### src/rtl/cfi_log_queue.sv
// Multi-port CFI commit-log FIFO: accepts up to NR_COMMIT_PORTS logs per cycle and drains one per cycle
// towards the monitor mailbox, counting dropped logs and raising a fill-threshold interrupt.
package cfi_log_pkg;
  typedef struct packed {
    logic [31:0] instr;
    logic [63:0] addr_pc;
    logic [63:0] addr_npc;
    logic [63:0] addr_target;
  } cfi_log_t;
endpackage

module cfi_log_queue
  import cfi_log_pkg::*;
#(
  parameter int NR_COMMIT_PORTS = 2,
  parameter int DEPTH           = 8,
  parameter int DROP_CNT_W      = 16
) (
  input  logic                                clk_i,
  input  logic                                rst_i,
  input  cfi_log_t [NR_COMMIT_PORTS-1:0]      log_i,
  input  logic [NR_COMMIT_PORTS-1:0]          log_valid_i,
  input  logic                                clear_i,
  input  logic                                flush_i,
  input  logic [$clog2(DEPTH):0]              threshold_i,
  output cfi_log_t                            out_log_o,
  output logic                                out_valid_o,
  input  logic                                out_ready_i,
  output logic [$clog2(DEPTH):0]              fill_o,
  output logic [DROP_CNT_W-1:0]               drop_cnt_o,
  output logic                                overflow_o,
  output logic                                irq_o
);
  localparam int AW = $clog2(DEPTH);
  localparam int FW = AW + 1;
  localparam int SW = DROP_CNT_W + FW;

  logic [AW-1:0]         wr_q, wr_d, rd_q, rd_d;
  logic [FW-1:0]         fill_q, fill_d;
  logic [DROP_CNT_W-1:0] drop_q, drop_d;
  logic                  ovf_q, ovf_d, irq_q, irq_d;
  cfi_log_t              mem_q [DEPTH];

  logic                       pop;
  logic [FW-1:0]              n_req, free, n_acc, n_drop;
  logic [NR_COMMIT_PORTS-1:0] we;
  logic [AW-1:0]              waddr [NR_COMMIT_PORTS];
  logic [SW-1:0]              drop_sum;

  assign out_valid_o = (fill_q != '0);
  assign pop         = out_valid_o & out_ready_i;
  assign out_log_o   = mem_q[rd_q];
  assign fill_o      = fill_q;
  assign drop_cnt_o  = drop_q;
  assign overflow_o  = ovf_q;
  assign irq_o       = irq_q;

  always_comb begin
    n_req = '0;
    for (int p = 0; p < NR_COMMIT_PORTS; p++) n_req = n_req + FW'(log_valid_i[p]);
  end

  // A same-cycle pop frees a slot for this cycle's pushes.
  assign free   = FW'(DEPTH) - fill_q + FW'(pop);
  assign n_acc  = (n_req < free) ? n_req : free;
  assign n_drop = flush_i ? '0 : (n_req - n_acc);

  // Each valid port takes the slot given by its rank among lower-indexed valid ports.
  for (genvar gi = 0; gi < NR_COMMIT_PORTS; gi++) begin : g_port
    logic [FW-1:0] rank;
    always_comb begin
      rank = '0;
      for (int p = 0; p < gi; p++) rank = rank + FW'(log_valid_i[p]);
    end
    assign we[gi]    = log_valid_i[gi] && !flush_i && (rank < n_acc);
    assign waddr[gi] = wr_q + rank[AW-1:0];
  end

  always_ff @(posedge clk_i) begin
    for (int p = 0; p < NR_COMMIT_PORTS; p++) begin
      if (we[p] && !rst_i) mem_q[waddr[p]] <= log_i[p];
    end
  end

  always_comb begin
    wr_d   = wr_q + n_acc[AW-1:0];
    rd_d   = rd_q + AW'(pop);
    fill_d = fill_q + n_acc - FW'(pop);
    if (flush_i) begin
      wr_d   = '0;
      rd_d   = '0;
      fill_d = '0;
    end
    // Drops land on top of a same-cycle clear, so a clear never hides a fresh drop.
    drop_sum = SW'(clear_i ? '0 : drop_q) + SW'(n_drop);
    drop_d   = (drop_sum > SW'({DROP_CNT_W{1'b1}})) ? '1 : drop_sum[DROP_CNT_W-1:0];
    ovf_d    = (ovf_q & ~clear_i) | (n_drop != '0);
    irq_d    = (threshold_i != '0) && (fill_d >= threshold_i);
  end

  always_ff @(posedge clk_i or posedge rst_i) begin
    if (rst_i) begin
      wr_q   <= '0;
      rd_q   <= '0;
      fill_q <= '0;
      drop_q <= '0;
      ovf_q  <= 1'b0;
      irq_q  <= 1'b0;
    end else begin
      wr_q   <= wr_d;
      rd_q   <= rd_d;
      fill_q <= fill_d;
      drop_q <= drop_d;
      ovf_q  <= ovf_d;
      irq_q  <= irq_d;
    end
  end
endmodule

### config.mk
export PLATFORM = sky130hd
export DESIGN_NAME = cfi_log_queue
export DESIGN_NICKNAME = d
export VERILOG_FILES = /design/src/rtl/cfi_log_queue.sv
export SDC_FILE = /design/constraint.sdc
export NUM_CORES = 2
export LEC_CHECK = 0
export CORE_MARGIN = 1.5
export CORE_UTILIZATION = 45
export CTS_CLUSTER_SIZE = 14
export DETAILED_ROUTE_END_ITERATION = 8
export GPL_TIMING_DRIVEN = 0
export PLACE_DENSITY = 0.67
export SYNTH_ARGS = -nofsm -noshare
export SYNTH_HDL_FRONTEND = slang
export SYNTH_SLANG_ARGS = --single-unit
### constraint.sdc
create_clock -name clk_i -period 13.89 [get_ports clk_i]
set_clock_uncertainty 0.2 [all_clocks]
set_input_delay 2.778 -clock clk_i [delete_from_list [all_inputs] [get_ports clk_i]]
set_output_delay 2.778 -clock clk_i [all_outputs]
set_load 0.01 [all_outputs]
-- Word level (Yosys, flattened, before mapping)
Memory sizes are Yosys's and may differ from the RTL's.
Cells that the tools add are included.
- ROM bits: 0
- latch bits: 0
- memories: 1
- output and inout bits: 247
- input port bits: 459
- register bits after elaboration: 28
- logic and storage cells: 49
- RAM bits: 1792
- bitwise gates (word level): 4
- multipliers: 0
- magnitude comparators: 5
- add/sub/neg operators: 10
- multiplexer cells: 11
- eq/ne operators: 0
- shifts and indexed selects: 0
- divide/modulo/power cells: 0
- reductions and logical operators: 12
- memories (name ; words ; width ; read ports ; clocked after memory_dff ; wr ports ; RTL line ; text):
    mem_q ; 8 ; 224 ; 1 ; 0 ; 2 ; 42 ; cfi_log_t mem_q [DEPTH];
- operator list (cell ; count):
    $mux 16 ; 2
    $add 16x4->17 ; 1
    $gt 17x16->1 const B ; 1
    $mux 4 ; 3
    $reduce_bool 4->1 ; 3
    $logic_and 1x1->1 ; 7
    $add 3x1->3 ; 2
    $mux 3 ; 2
    $add 4x1->4 ; 1
    $add 4x4->4 ; 1
    $ge 4x4->1 ; 1
    $lt 1x4->1 ; 1
    $lt 1x4->1 const A ; 1
    $lt 2x4->1 ; 1
    $mux 1 ; 4
    $sub 2x4->4 ; 1
    $sub 4x1->4 ; 1
    $sub 4x4->4 const A ; 1
    $add 3x3->3 ; 1
    $add 1x1->2 ; 1
    $and 1x1->1 ; 2
    $logic_not 1->1 ; 2
    $not 1->1 ; 1
    $or 1x1->1 ; 1

-- Depth between registers and ports, before layout
- word-level depth: 10
- mapped depth: 23
- gate-level depth less buffers: 23

-- Least setup slack after synthesis
Ideal clock, no wire load.
- path kind: input to register
- from: input out_ready_i
- to: memory mem_q[0][0] (netlist name), enable pin
- arrival: 15086 ps
- cell stages on the path: 9
- setup slack: -2280 ps
- required time: 12807 ps
- library setup time: 883 ps
- path through: nand2_1 -> ha_1 -> inv_1 -> ha_1 -> nand2b_1 -> o21ai_0 -> o21ai_1 -> nand2_1 -> a21oi_1
- RTL lines (what ; RTL line ; text):
    from (decl) ; 28 ; input logic out_ready_i,
    to (decl) ; 42 ;

==> results.toml <==
[power_and_ir_drop]
cellInternalPower_uw = 11060
pwr-share-comb = 0.259
clock_power_share = 0.327
powerDensity_nw_per_um2 = 139.9
seqPwrFrac = 0.413
switching_share = 0.2791
p_switching_uw = 4283
ir_worst_vdd_uv = 138.1
leakagePower_uw = 0.03515

[timing]
rsz0062_at_grt = "no"
period_needed_ns = 7.917
worstMarginPinSlew_ns = 1.494
hold_violations = 0
fin_crit_sh = 0.5700
finalSetupViolations = 0
slew_violations = 1
max_clock_freq_mhz = 126.3
relSlewSlack = -0.001481
whs_ns = 0.3298
finalSetupTns_ns = 0

[detailed_routing]
drt-pass1-iter-count = 5
wirelength_mm = 281.3
wire_per_inst_um = 32.17
drc_errors = 0
final_antenna_net_count = 0
dr_total_vias = 51930
avgViaCountPerCell = 5.937
drtIter0Drc = 5017

[critical_path]
reg2reg_depth = 14
crit_required_ns = 10.91
worstPathArrival_ns = 4.94
crit_fanout = 10
r2r_start = "fill_o[2]"
startpoint_type = "flip-flop"
crit_type = "reg -> out"
r2r-end = "mem_q[2][105]"
reg2reg_slack_ns = 8.32
cp-end-kind = "output port"

[global_route]
grt_pass1_wl_mm = 396.6
antenna_found_initial = 125
grt-ovfl-total = 0
grt_usage = 0.2722
grt_pass1_vias = 53780
grt_max_degree = 29

[logic_synthesis]
synth_largest_type_area_fraction = 0.5935
syn-num-nets = 5333
syn_inst = 4845
ys_seq_elements = 1820
synth_edf_count = 1792
synth.avg_cell_area_um2 = 18.72
ys.warnings.count = 0
ys_top_cells_by_area = "edfxtp_1, mux2_2, mux4_2"
async_flop_share = 0.01538
synth_cell_types = 57
ys.flop_type = "edfxtp_1"
synth_area_leader_cell = "edfxtp_1"
syn-cell-area_um2 = 90670
synth-seq-area-share = 0.6012

[floorplan]
dieArea_um2 = 204200
fp.dieH_um = 451.9
core.rowCount = 164
die_w_um = 451.9
design.core.area_um2 = 200100
ios = 706
start_util = 0.4532

[clock_tree]
numCtsBuffers = 199
cts-hold-fix-buffers = 0
htree_levels = 4
cts_sinks = 1820
tritoncts = "built"
cts_setup_buffers = 0
post_cts_resized = 0
cts-root-buf = "clkbuf_16"
clock_path_buffers = 3
clk_latency_ns = 0.85
cts.clk_slew.worst_paths_ns = 0.06

[place]
dp_hpwl_mm = 187.3
dpl.cell_count = 8309
place_congestion = 0.8070
io_buffer_count = 703

[hold_path]
hold_path_end = "overflow_o"
hold_path_depth = 2
hp-start = "overflow_o"
hp-class = "reg -> reg"

[final_layout]
layoutNonFillerInstCount = 8746
area_growth_syn_to_layout_pct = 21.01
nFillCells = 15930
layout-drive-gt1-share = 0.4966
finalNetCount = 6343

[status]
violations = "capacitance limit, slew limit"
status = "finished with violations"

[job]
drv_cap = 1
-- flip-flops by register name (all words and copies together) (netlist names) --
name	cells
overflow_o	1
fill_o	4
irq_o	1
drop_cnt_o	16
rd_q	3
wr_q	3
mem_q	1792
-- power groups by stage --
stage | sequential (uW) | combinational, uW | clock (uW)
after CTS | 6340 | 4030 | 5100
final | 6340 | 3980 | 5030
after detailed placement | 6460 | 4000 | 0
after global routing | 6350 | 4200 | 5300
after floorplan | 6540 | 2210 | 0
after global placement | 6680 | 3860 | 0
-- through the flow --
stage	util	total power (uW)	cell area [um2]	worst slack (ns)
2_1_floorplan	-	8750	90670	-2.280
3_3_place_gp	0.5050	10550	101000	-17.05
3_5_place_dp	0.5172	10460	103500	5.853
4_1_cts	0.5474	15470	109500	5.812
5_1_grt	0.5483	15850	109700	5.796
6_report	0.5485	15350	109700	5.973
-- how the worst max path moves through the flow --
stage	start	cells after the start	slack (ns)	to
floorplan	out_ready_i	9	-2.28	mem_q[0][0]
global placement	out_ready_i	10	-17.05	mem_q[0][90]
detailed placement	out_ready_i	12	5.85	mem_q[2][71]
CTS	rd_q[2]	5	5.81	out_log_o[199]
global route	rd_q[0]	6	5.80	out_log_o[193]
finish	rd_q[2]	5	5.97	out_log_o[199]
-- cell families (layout without fill, tap and decap cells) --
logic type | count (synthesis) | count (layout) | share of synthesized area
xor gates and xnor gates | 12 | 12 | 0.001159
and+or+nand+nor | 107 | 107 | 0.007079
AOI/OAI and AO/OA | 56 | 56 | 0.004043
other | 0 | 71 | 0
buffers and inverters | 357 | 1531 | 0.02056
DFF | 1820 | 1820 | 0.6012
adders and majority gates | 29 | 29 | 0.004333
muxes | 2464 | 2464 | 0.3616
-- layer usage --
metal	routed length, um	global-route usage	up-vias	part of all wire
met2	136900	0.4358	2028	0.49
li1	-	-	22100	-
met4	15090	0.1513	60	0.054
met1	109500	0.3468	27170	0.39
met5	405	0	-	0.0014
met3	19440	0.05541	570	0.069
-- Yosys cell counts, types with 3 or more instances --
master    count
mux2_2     1959
edfxtp_1   1792
mux4_2      448
buf_4        91
clkbuf_1     90
buf_2        86
mux2_1       57
buf_1        48
inv_1        32
dfrtp_1      28
ha_1         25
nand2_1      22
nor2_1       21
o21ai_0      13
a21oi_1      12
nor2b_1      11
buf_6        10
nand2b_1      8
nor4_1        6
xnor2_1       6
xor2_1        6
nand3_1       5
fa_1          4
nand4_2       4
nor3_1        4
a21o_1        3
nand4_1       3
nor3_4        3
nor4b_1       3
o21a_1        3
o21ai_1       3
o31ai_1       3
or3_1         3
-- cell type report --
cell class              count  area [um2]  share of cell area
clock buffers             255        5233             0.04769
diodes                     71       177.7            0.001619
repair buffers            809        9414             0.08579
multi-input cells        2668       34380              0.3133
inverters                  32       120.1            0.001095
flip-flops and latches   1820       54510              0.4968
clock inverters           110       808.3            0.007366
plain buffers             325        1760             0.01604
well taps                2656        3323             0.03029
-- cell usage in the layout (no fill, tap or decap), drive strengths merged, types with 7 or more instances in the layout --
master         netlist  routed
nand2               22      22
nor2                21      21
diode                0      71
edfxtp            1792    1792
mux4               448     448
nand2b               8       8
mux2              2016    2016
nor2b               11      11
inv                 32      40
clkinv               0      91
buf                235     339
nor3                 9       9
clkdlybuf4s50        0     703
a21oi               13      13
clkbuf              90     347
dfrtp               28      28
ha                  25      25
nand4                7       7
o21ai               16      16
-- worst max-delay path, stage by stage, from the launching register on --
cell and delay (ns):
dfrtp_1 0.33, clkbuf_1 0.76, clkbuf_1 1.04, clkbuf_1 0.83, mux2_2 0.43, clkdlybuf4s50_1 0.67
Note: power is estimated with default switching activity, not from simulation.
